==> src/rtl/priority_encoder_8to3_pkg.sv <==
// Shared definitions for the 8-to-3 handshaked priority encoder.
package priority_encoder_8to3_pkg;

  localparam int N_REQ  = 8;
  localparam int W_CODE = 3;

  typedef enum logic [0:0] {
    IDLE  = 1'b0,
    OFFER = 1'b1
  } state_t;

  // 3-to-8 decode of a code; the encoder output is its inverse.
  function automatic logic [N_REQ-1:0] onehot8(input logic [W_CODE-1:0] idx);
    logic [N_REQ-1:0] v;
    v = 8'b0000_0001 << idx;
    return v;
  endfunction

endpackage

==> src/rtl/priority_encoder_8to3_pick8.sv <==
// Combinational priority pick over an 8-bit vector.
// i_low_first = 0 selects the highest set index, 1 selects the lowest.
module priority_pick8
  import priority_encoder_8to3_pkg::*;
(
  input  logic [N_REQ-1:0]  i_vec,
  input  logic              i_low_first,
  output logic [W_CODE-1:0] o_idx,
  output logic              o_any
);

  logic [N_REQ-1:0]  w_scan;
  logic [W_CODE-1:0] w_top;

  // Bit-reverse the vector for low-first so one highest-bit search serves both orders.
  always_comb begin
    w_scan = i_vec;
    if (i_low_first) begin
      for (int i = 0; i < N_REQ; i++) begin
        w_scan[i] = i_vec[N_REQ-1-i];
      end
    end else begin
      w_scan = i_vec;
    end
  end

  // Position of the highest set bit in the scan vector.
  always_comb begin
    casez (w_scan)
      8'b1???_????: w_top = 3'd7;
      8'b01??_????: w_top = 3'd6;
      8'b001?_????: w_top = 3'd5;
      8'b0001_????: w_top = 3'd4;
      8'b0000_1???: w_top = 3'd3;
      8'b0000_01??: w_top = 3'd2;
      8'b0000_001?: w_top = 3'd1;
      8'b0000_0001: w_top = 3'd0;
      default:      w_top = 3'd0;
    endcase
  end

  // Map the scan position back to an original index and flag any request.
  always_comb begin
    o_any = |i_vec;
    if (i_low_first) begin
      o_idx = 3'd7 - w_top;
    end else begin
      o_idx = w_top;
    end
  end

endmodule

==> src/rtl/priority_encoder_8to3.sv <==
// 8-to-3 priority encoder with sticky pending bits and a valid/ready
// handshake. One index is offered at a time; an offer is never preempted.
module priority_encoder_8to3
  import priority_encoder_8to3_pkg::*;
#(
  parameter bit LOW_FIRST = 1'b0
)
(
  input  logic              i_clk,
  input  logic              i_rst,
  input  logic [N_REQ-1:0]  i_req,
  input  logic              i_ready,
  output logic              o_valid,
  output logic [W_CODE-1:0] o_code,
  output logic [N_REQ-1:0]  o_pending,
  output logic              o_lost
);

  state_t            r_state;
  logic [W_CODE-1:0] r_code;
  logic [N_REQ-1:0]  r_pending;
  logic              r_lost;

  logic              w_handshake;
  logic [N_REQ-1:0]  w_served;
  logic [N_REQ-1:0]  w_keep;
  logic [N_REQ-1:0]  w_pending_nxt;
  logic              w_lost_hit;
  logic [W_CODE-1:0] w_idx;
  logic              w_any;

  // Handshake, served mask and next pending vector (set wins over clear).
  always_comb begin
    w_handshake   = (r_state == OFFER) && i_ready;
    w_served      = w_handshake ? onehot8(r_code) : 8'h00;
    w_keep        = r_pending & ~w_served;
    w_pending_nxt = w_keep | i_req;
    w_lost_hit    = |(i_req & w_keep);
  end

  // In IDLE nothing is served so w_keep equals pending; after a handshake it
  // is the remaining vector. One picker therefore covers both loads.
  priority_pick8 u_pick (
    .i_vec       (w_keep),
    .i_low_first (LOW_FIRST),
    .o_idx       (w_idx),
    .o_any       (w_any)
  );

  // Pending vector and sticky lost flag.
  always_ff @(posedge i_clk or posedge i_rst) begin
    if (i_rst) begin
      r_pending <= 8'h00;
      r_lost    <= 1'b0;
    end else begin
      r_pending <= w_pending_nxt;
      r_lost    <= r_lost | w_lost_hit;
    end
  end

  // Offer FSM: load a code from IDLE, hold while stalled, chain after a handshake.
  always_ff @(posedge i_clk or posedge i_rst) begin
    if (i_rst) begin
      r_state <= IDLE;
      r_code  <= 3'd0;
    end else begin
      case (r_state)
        IDLE: begin
          if (w_any) begin
            r_code  <= w_idx;
            r_state <= OFFER;
          end else begin
            r_state <= IDLE;
          end
        end
        OFFER: begin
          if (i_ready) begin
            if (w_any) begin
              r_code  <= w_idx;
              r_state <= OFFER;
            end else begin
              r_state <= IDLE;
            end
          end else begin
            r_state <= OFFER;
          end
        end
        default: begin
          r_state <= IDLE;
          r_code  <= 3'd0;
        end
      endcase
    end
  end

  assign o_valid   = (r_state == OFFER);
  assign o_code    = r_code;
  assign o_pending = r_pending;
  assign o_lost    = r_lost;

endmodule
==> config.mk <==
export PLATFORM = sky130hd
export DESIGN_NAME = priority_encoder_8to3
export DESIGN_NICKNAME = d
export VERILOG_FILES = /design/src/rtl/priority_encoder_8to3_pkg.sv /design/src/rtl/priority_encoder_8to3_pick8.sv /design/src/rtl/priority_encoder_8to3.sv
export SDC_FILE = /design/constraint.sdc
export NUM_CORES = 1
export LEC_CHECK = 0
export CAP_MARGIN = 0
export CORE_UTILIZATION = 45
export DETAILED_ROUTE_END_ITERATION = 16
export PLACE_DENSITY_LB_ADDON = 0.15
export SLEW_MARGIN = 20
export SYNTH_ARGS = -nofsm -noshare
export SYNTH_HDL_FRONTEND = slang
export SYNTH_SLANG_ARGS = --single-unit
==> constraint.sdc <==
create_clock -name i_clk -period 2.5 [get_ports i_clk]
set_clock_uncertainty 0.05 [all_clocks]
set_input_delay 0.375 -clock i_clk [delete_from_list [all_inputs] [get_ports i_clk]]
set_output_delay 0.375 -clock i_clk [all_outputs]
set_load 0.03 [all_outputs]
==> results of run 1 <==
## power by group
group	internal, mW	leakage (nW)	switching [mW]
registers	0.221	0.124	0.0162
clock network	0.0619	0.0150	0.0692
logic	0.0542	0.216	0.0714
## worst min path at each step
stage,from,endpoint,slack (ns),cells past startpoint
2_1_floorplan,i_rst,o_code[0]$_DFFE_PP0P_,0.20,1
3_3_place_gp,o_lost$_DFF_PP0_,o_lost$_DFF_PP0_,0.41,2
3_5_place_dp,o_lost$_DFF_PP0_,o_lost$_DFF_PP0_,0.43,2
4_1_cts,i_rst,o_pending[3]$_DFF_PP0_,0.39,2
5_1_grt,i_rst,o_valid$_DFF_PP0_,0.42,2
6_report,i_rst,o_valid$_DFF_PP0_,0.36,2
## per-stage QoR
| stage | setup slack [ns] | util | total power, mW |
|---|---|---|---|
| CTS | 0.553 | 0.701 | 0.496 |
| global placement | 0.317 | 0.681 | 0.365 |
| detailed placement | 0.307 | 0.681 | 0.367 |
| global route | 0.468 | 0.701 | 0.518 |
| floorplan | 0.764 | - | 0.313 |
| finish | 0.554 | 0.701 | 0.494 |
## sequential cells by signal, summed over array words and instances (netlist names)
name       count
o_code         3
o_lost         1
o_pending      8
o_valid        1
## metal layers
| layer | global-route usage | share of wire | vias up |
|---|---|---|---|
| li1 | - | - | 290 |
| met1 | 0.297 | 0.44 | 273 |
| met2 | 0.347 | 0.48 | 24 |
| met3 | 0.0500 | 0.056 | 5 |
| met4 | 0.129 | 0.019 | 0 |
| met5 | 0 | 0 | - |
## cell families after synthesis
family,Yosys count,share of synthesized area
simple gates,24,0.189
compound gates,21,0.263
flops,13,0.502
buf+inv,8,0.0463
## cells in the final DEF (no fill, tap or decap), types with 2 or more instances in the layout
| cell | netlist | layout |
|---|---|---|
| clkdlybuf4s50_1 | 0 | 23 |
| o21ai_2 | 7 | 7 |
| nand2_1 | 13 | 13 |
| o31ai_2 | 2 | 2 |
| clkbuf_4 | 0 | 3 |
| nand4_1 | 3 | 3 |
| o22ai_1 | 3 | 3 |
| inv_1 | 7 | 7 |
| o21ai_1 | 2 | 2 |
| nand2b_1 | 4 | 4 |
| a22o_1 | 2 | 2 |
| dfrtp_1 | 13 | 13 |
## area by class of cell
cell class	instances	area, um2
Fill cell	106	394
Sequential cell	13	325
Multi-Input combinational cell	45	293
Timing Repair Buffer	23	230
Inverter	8	30.0
Clock buffer	4	26.3
Tap cell	15	18.8
==> impl_metrics.sql, run 1 <==
INSERT INTO impl_metrics (metric_group, metric, value, unit) VALUES
('cts', 'postCtsSetupRepairBufs', '0', ''),
('worst_setup_path', 'worst-endpoint-arrival', '1.52', 'ns'),
('timing', 'timing_max_transition_violations_final', '0', ''),
('final_layout', 'area_growth_syn_to_layout', '42.5', '%'),
('placed_design', 'gp_congestion', '0.871', ''),
('final_layout', 'post_route_cells_drive_above_1_share', '0.161', ''),
('synthesis', 'yosys_warnings', '0', ''),
('global_routing', 'grt-ovfl-total', '0', ''),
('route', 'detail_route.vias_per_cell', '5.48', ''),
('synthesis', 'avgSynthCellArea', '9.82', 'um2'),
('cts', 'insertion_delay', '0.28', 'ns'),
('timing', 'finalCritPeriodShare', '0.778', ''),
('worst_setup_path', 'cp_max_fo', '8', ''),
('synthesis', 'synth.cell_area', '648', 'um2'),
('job', 'max_cap_violations', '0', ''),
('worst_setup_path', 'worst-path-stages', '1', ''),
('global_routing', 'grt_max_degree', '14', ''),
('synthesis', 'synth_top_cell_by_area', 'dfrtp_1', ''),
('synthesis', 'synth_enable_flop_cells', '0', ''),
('worst_setup_path', 'critical_path_endpoint_category', 'output pin', ''),
('route', 'vias', '592', ''),
('timing', 'worst_pin_slew', '0.501', 'ns'),
('worst_setup_path', 'cp.buffers_inverters', '1', ''),
('timing', 'unrepaired_setup_endpoints_after_global_routing', 'false', ''),
('placed_design', 'place.port_buffers', '23', ''),
('final_layout', 'final_net_count', '105', ''),
('worst_setup_path', 'reg2reg_slack', '0.71', 'ns'),
('final_layout', 'layout.cell_area.non_filler', '923', 'um2'),
('cts', 'cts.root.buffer_cell', 'clkbuf_4', ''),
('synthesis', 'synth_area_leaders', 'dfrtp_1 50%, o21ai_2 9.5%, nand2_1 7.5%', ''),
('worst_setup_path', 'setup.worst_path.class', 'flop to output pin', ''),
('worst_setup_path', 'kind_of_start_point_of_the_critical_path', 'flop', ''),
('cts', 'clk_path_buf_depth', '2', ''),
('cts', 'tritoncts_clock_tree', 'done', ''),
('cts', 'hold_buffers', '0', ''),
('run_status', 'outcome', 'completed', ''),
('floorplan', 'dieArea', '1600', 'um2'),
('floorplan', 'initial_cell_density_of_the_core', '0.492', ''),
('floorplan', 'dieHeight', '40.0', 'um'),
('timing', 'setup_violators_final', '0', ''),
('synthesis', 'ys_seq_elements', '13', ''),
('route', 'drt-pass1-iter-count', '4', ''),
('worst_setup_path', 'kind_of_cell_adding_the_most_delay_to_the_critical_path', 'buffers and inverters', ''),
('placed_design', 'place.detailed.instances', '104', ''),
('synthesis', 'syn_inst', '66', ''),
('synthesis', 'synth.lib_cells_used.distinct', '20', ''),
('floorplan', 'design.core.area', '1320', 'um2'),
('floorplan', 'num_io_pins', '24', ''),
('cts', 'clock_sink_count', '13', ''),
('worst_setup_path', 'path_cells', 'clkdlybuf4s50_1', ''),
('timing', 'finalCriticalPeriod', '1.95', 'ns'),
('worst_setup_path', 'r2r_start', 'o_code[2]$_DFFE_PP0P_', ''),
('synthesis', 'synth_top_area_share', '0.502', ''),
('route', 'route.detailed.drc', '0', ''),
('global_routing', 'grt_antenna_before_repair', '0', ''),
('synthesis', 'synth.cells.most_frequent', '13 x dfrtp_1, 13 x nand2_1, 7 x inv_1, 7 x o21ai_2, 4 x nand2b_1', ''),
('global_routing', 'first_pass_grt_wire_length', '2290', 'um'),
('worst_setup_path', 'worstSetupEndpoint', 'o_code[1]', ''),
('synthesis', 'most_frequently_used_flop_master_after_synthesis', 'dfrtp_1', ''),
('power', 'leakage_power_summed_over_all_cells', '0.355', 'nW'),
('cts', 'htree_num_levels', '1', ''),
('worst_setup_path', 'r2r_cells', '5', ''),
('worst_setup_path', 'worst_path_max_delay_cell', 'clkdlybuf4s50_1', ''),
('floorplan', 'die_w', '40.0', 'um'),
('final_layout', 'finish.cell_count_without_fillers', '108', ''),
('worst_setup_path', 'crit_path_max_incr_delay', '0.73', 'ns'),
('worst_setup_path', 'crit_required', '2.08', 'ns'),
('timing', 'fin_tns_setup', '0', 'ns'),
('timing', 'slew_headroom', '0.666', ''),
('route', 'detail_route.wl_per_cell', '13.4', 'um'),
('worst_setup_path', 'critPathLaunch', 'o_code[1]$_DFFE_PP0P_', '');
Note: power is estimated with default switching activity, not from simulation.
==> run 2, diff against run 1 <==
Settings changed: CORE_UTILIZATION 45 to 42.
Clock period 2.5 ns to 2 ns, I/O delays scaled along.
==> impl_metrics.sql, run 2 (same netlist as run 1, synthesis figures left out) <==
INSERT INTO impl_metrics (metric_group, metric, value, unit) VALUES
('power', 'internal_power', '436', 'uW'),
('route', 'first_drt_iteration_drcs', '8', ''),
('cts', 'cts_made_buffers', '3', ''),
('floorplan', 'dieHeight', '41.3', 'um'),
('global_routing', 'first_pass_grt_wire_length', '2590', 'um'),
('global_routing', 'grt_max_degree', '14', ''),
('job', 'max_cap_violations', '0', ''),
('global_routing', 'grt_util_all_layers', '0.248', ''),
('power', 'leakage_power_summed_over_all_cells', '0.400', 'nW'),
('cts', 'cts.repair.resized', '0', ''),
('worst_setup_path', 'cp_max_fo', '8', ''),
('timing', 'finalCriticalPeriod', '1.90', 'ns'),
('worst_setup_path', 'crit_path_max_incr_delay', '0.74', 'ns'),
('timing', 'unrepaired_setup_endpoints_after_global_routing', 'false', ''),
('placed_design', 'place.port_buffers', '23', ''),
('cts', 'cts.root.buffer_cell', 'clkbuf_4', ''),
('cts', 'clock_sink_count', '13', ''),
('route', 'detail_route.wl_per_cell', '14.4', 'um'),
('final_layout', 'layout.cells.most_common_list', '23 x clkdlybuf4s50_1, 13 x nand2_1, 13 x dfrtp_1', ''),
('final_layout', 'final_net_count', '113', ''),
('timing', 'final.setup.worst_slack', '0.0952', 'ns'),
('timing', 'timing_max_transition_violations_final', '0', ''),
('worst_setup_path', 'cp.buffers_inverters', '1', ''),
('route', 'vias', '640', ''),
('power', 'power.switching_fraction', '0.334', ''),
('final_layout', 'fillerInstances', '105', ''),
('timing', 'worst_pin_slew', '0.512', 'ns'),
('final_layout', 'area_growth_syn_to_layout', '51.9', '%'),
('floorplan', 'dieArea', '1700', 'um2'),
('floorplan', 'core.rowCount', '13', ''),
('floorplan', 'initial_cell_density_of_the_core', '0.474', ''),
('timing', 'finalCritPeriodShare', '0.952', ''),
('worst_setup_path', 'kind_of_start_point_of_the_critical_path', 'flop', ''),
('floorplan', 'die_w', '41.3', 'um'),
('power', 'p_switching', '219', 'uW'),
('cts', 'clk_pin_slew_worst_paths', '0.10', 'ns'),
('timing', 'report.final.hold_viol_count', '0', ''),
('final_layout', 'layout.cell_area.non_filler', '985', 'um2'),
('final_layout', 'layout_commonest_cell', 'clkdlybuf4s50_1', ''),
('placed_design', 'post-dp-hpwl', '1260', 'um'),
('worst_setup_path', 'worst-endpoint-arrival', '1.55', 'ns'),
('route', 'drt-pass1-iter-count', '4', ''),
('placed_design', 'preCtsSetupSlack', '-0.0684', 'ns'),
('placed_design', 'gp_congestion', '0.937', ''),
('power', 'p_comb_frac', '0.276', ''),
('worst_setup_path', 'worst_path_max_delay_cell', 'clkdlybuf4s50_1', ''),
('route', 'ant_nets', '0', ''),
('cts', 'tritoncts_clock_tree', 'done', ''),
('cts', 'insertion_delay', '0.29', 'ns'),
('power', 'cellPowerDensity', '664', 'nW/um2'),
('worst_setup_path', 'crit_required', '1.65', 'ns'),
('worst_setup_path', 'setup.worst_path.class', 'flop to output pin', ''),
('cts', 'clk_path_buf_depth', '2', ''),
('timing', 'slew_headroom', '0.658', ''),
('placed_design', 'postPlaceCellArea', '957', 'um2'),
('run_status', 'outcome', 'completed', ''),
('floorplan', 'num_io_pins', '24', ''),
('route', 'wl', '1670', 'um'),
('route', 'route.detailed.drc', '0', ''),
('final_layout', 'insertedDiodeCount', '0', ''),
('power', 'peakVddDrop', '403', 'uV'),
('timing', 'setup_violators_final', '0', ''),
('min_path', 'hold_wc_path_type', 'primary input to async pin', ''),
('final_layout', 'post_route_cells_drive_above_1_share', '0.238', ''),
('cts', 'hold_buffers', '0', ''),
('cts', 'postCtsSetupRepairBufs', '0', ''),
('timing', 'fmax', '0.525', 'GHz'),
('final_layout', 'number_of_flip_flops_under_the_largest_register_name', '8', ''),
('route', 'detail_route.vias_per_cell', '5.52', ''),
('timing', 'hold-worst-slack', '0.284', 'ns'),
('global_routing', 'grt-ovfl-total', '0', ''),
('global_routing', 'grt_pass1_vias', '630', ''),
('power', 'power.sequential.fraction', '0.454', ''),
('global_routing', 'grt_antenna_before_repair', '0', ''),
('worst_setup_path', 'kind_of_cell_adding_the_most_delay_to_the_critical_path', 'buffers and inverters', ''),
('worst_setup_path', 'path_cells', 'clkdlybuf4s50_1', ''),
('worst_setup_path', 'critical_path_endpoint_category', 'output pin', ''),
('floorplan', 'design.core.area', '1370', 'um2'),
('cts', 'htree_num_levels', '1', ''),
('power', 'power.share.clock', '0.271', '');
==> run 2: final timing paths <==
kind	from	endpoint	slack, ns	cells after the start
worst max-delay path	o_code[1]$_DFFE_PP0P_	o_code[1]	0.1	1
worst min register to register	o_lost$_DFF_PP0_	o_lost$_DFF_PP0_	0.46	2
worst max register to register	o_code[2]$_DFFE_PP0P_	o_lost$_DFF_PP0_	0.25	5
max in group asynchronous	i_rst	o_pending[7]$_DFF_PP0_	1.27	2
worst min-delay path	i_rst	o_pending[0]$_DFF_PP0_	0.28	2
min in group i_clk	o_lost$_DFF_PP0_	o_lost$_DFF_PP0_	0.46	2
==> run 2: metal layers <==
| layer | GRT usage | vias up | part of all wire |
|---|---|---|---|
| li1 | - | 306 | - |
| met5 | 0 | - | 0 |
| met3 | 0.0761 | 8 | 0.050 |
| met4 | 0.129 | 0 | 0.029 |
| met1 | 0.280 | 300 | 0.44 |
| met2 | 0.414 | 26 | 0.48 |
==> run 2: cell type report <==
type                    instances  area [um2]  area share
clock buffers                   3        22.5      0.0229
clock inverters                 1        5.00     0.00508
inverters                       8        30.0      0.0305
multi-input cells              45         293       0.297
flip-flops and latches         13         325       0.330
well taps                      15        18.8      0.0191
repair buffers                 31         290       0.295
==> run 2: through the flow <==
step	instances	power, mW	TNS, ns	util
after floorplan	66	0.392	0	-
after global placement	112	0.478	0	0.701
after detailed placement	112	0.481	-0.136	0.701
after CTS	116	0.655	0	0.721
after global routing	116	0.683	0	0.721
final	116	0.654	0	0.721
==> run 2: power by group through the flow <==
stage          Combinational, mW  Sequential (mW)  Clock, mW
2_1_floorplan             0.0657            0.326          0
3_3_place_gp               0.177            0.301          0
3_5_place_dp               0.179            0.302          0
4_1_cts                    0.181            0.297      0.178
5_1_grt                    0.196            0.299      0.188
6_report                   0.180            0.297      0.177
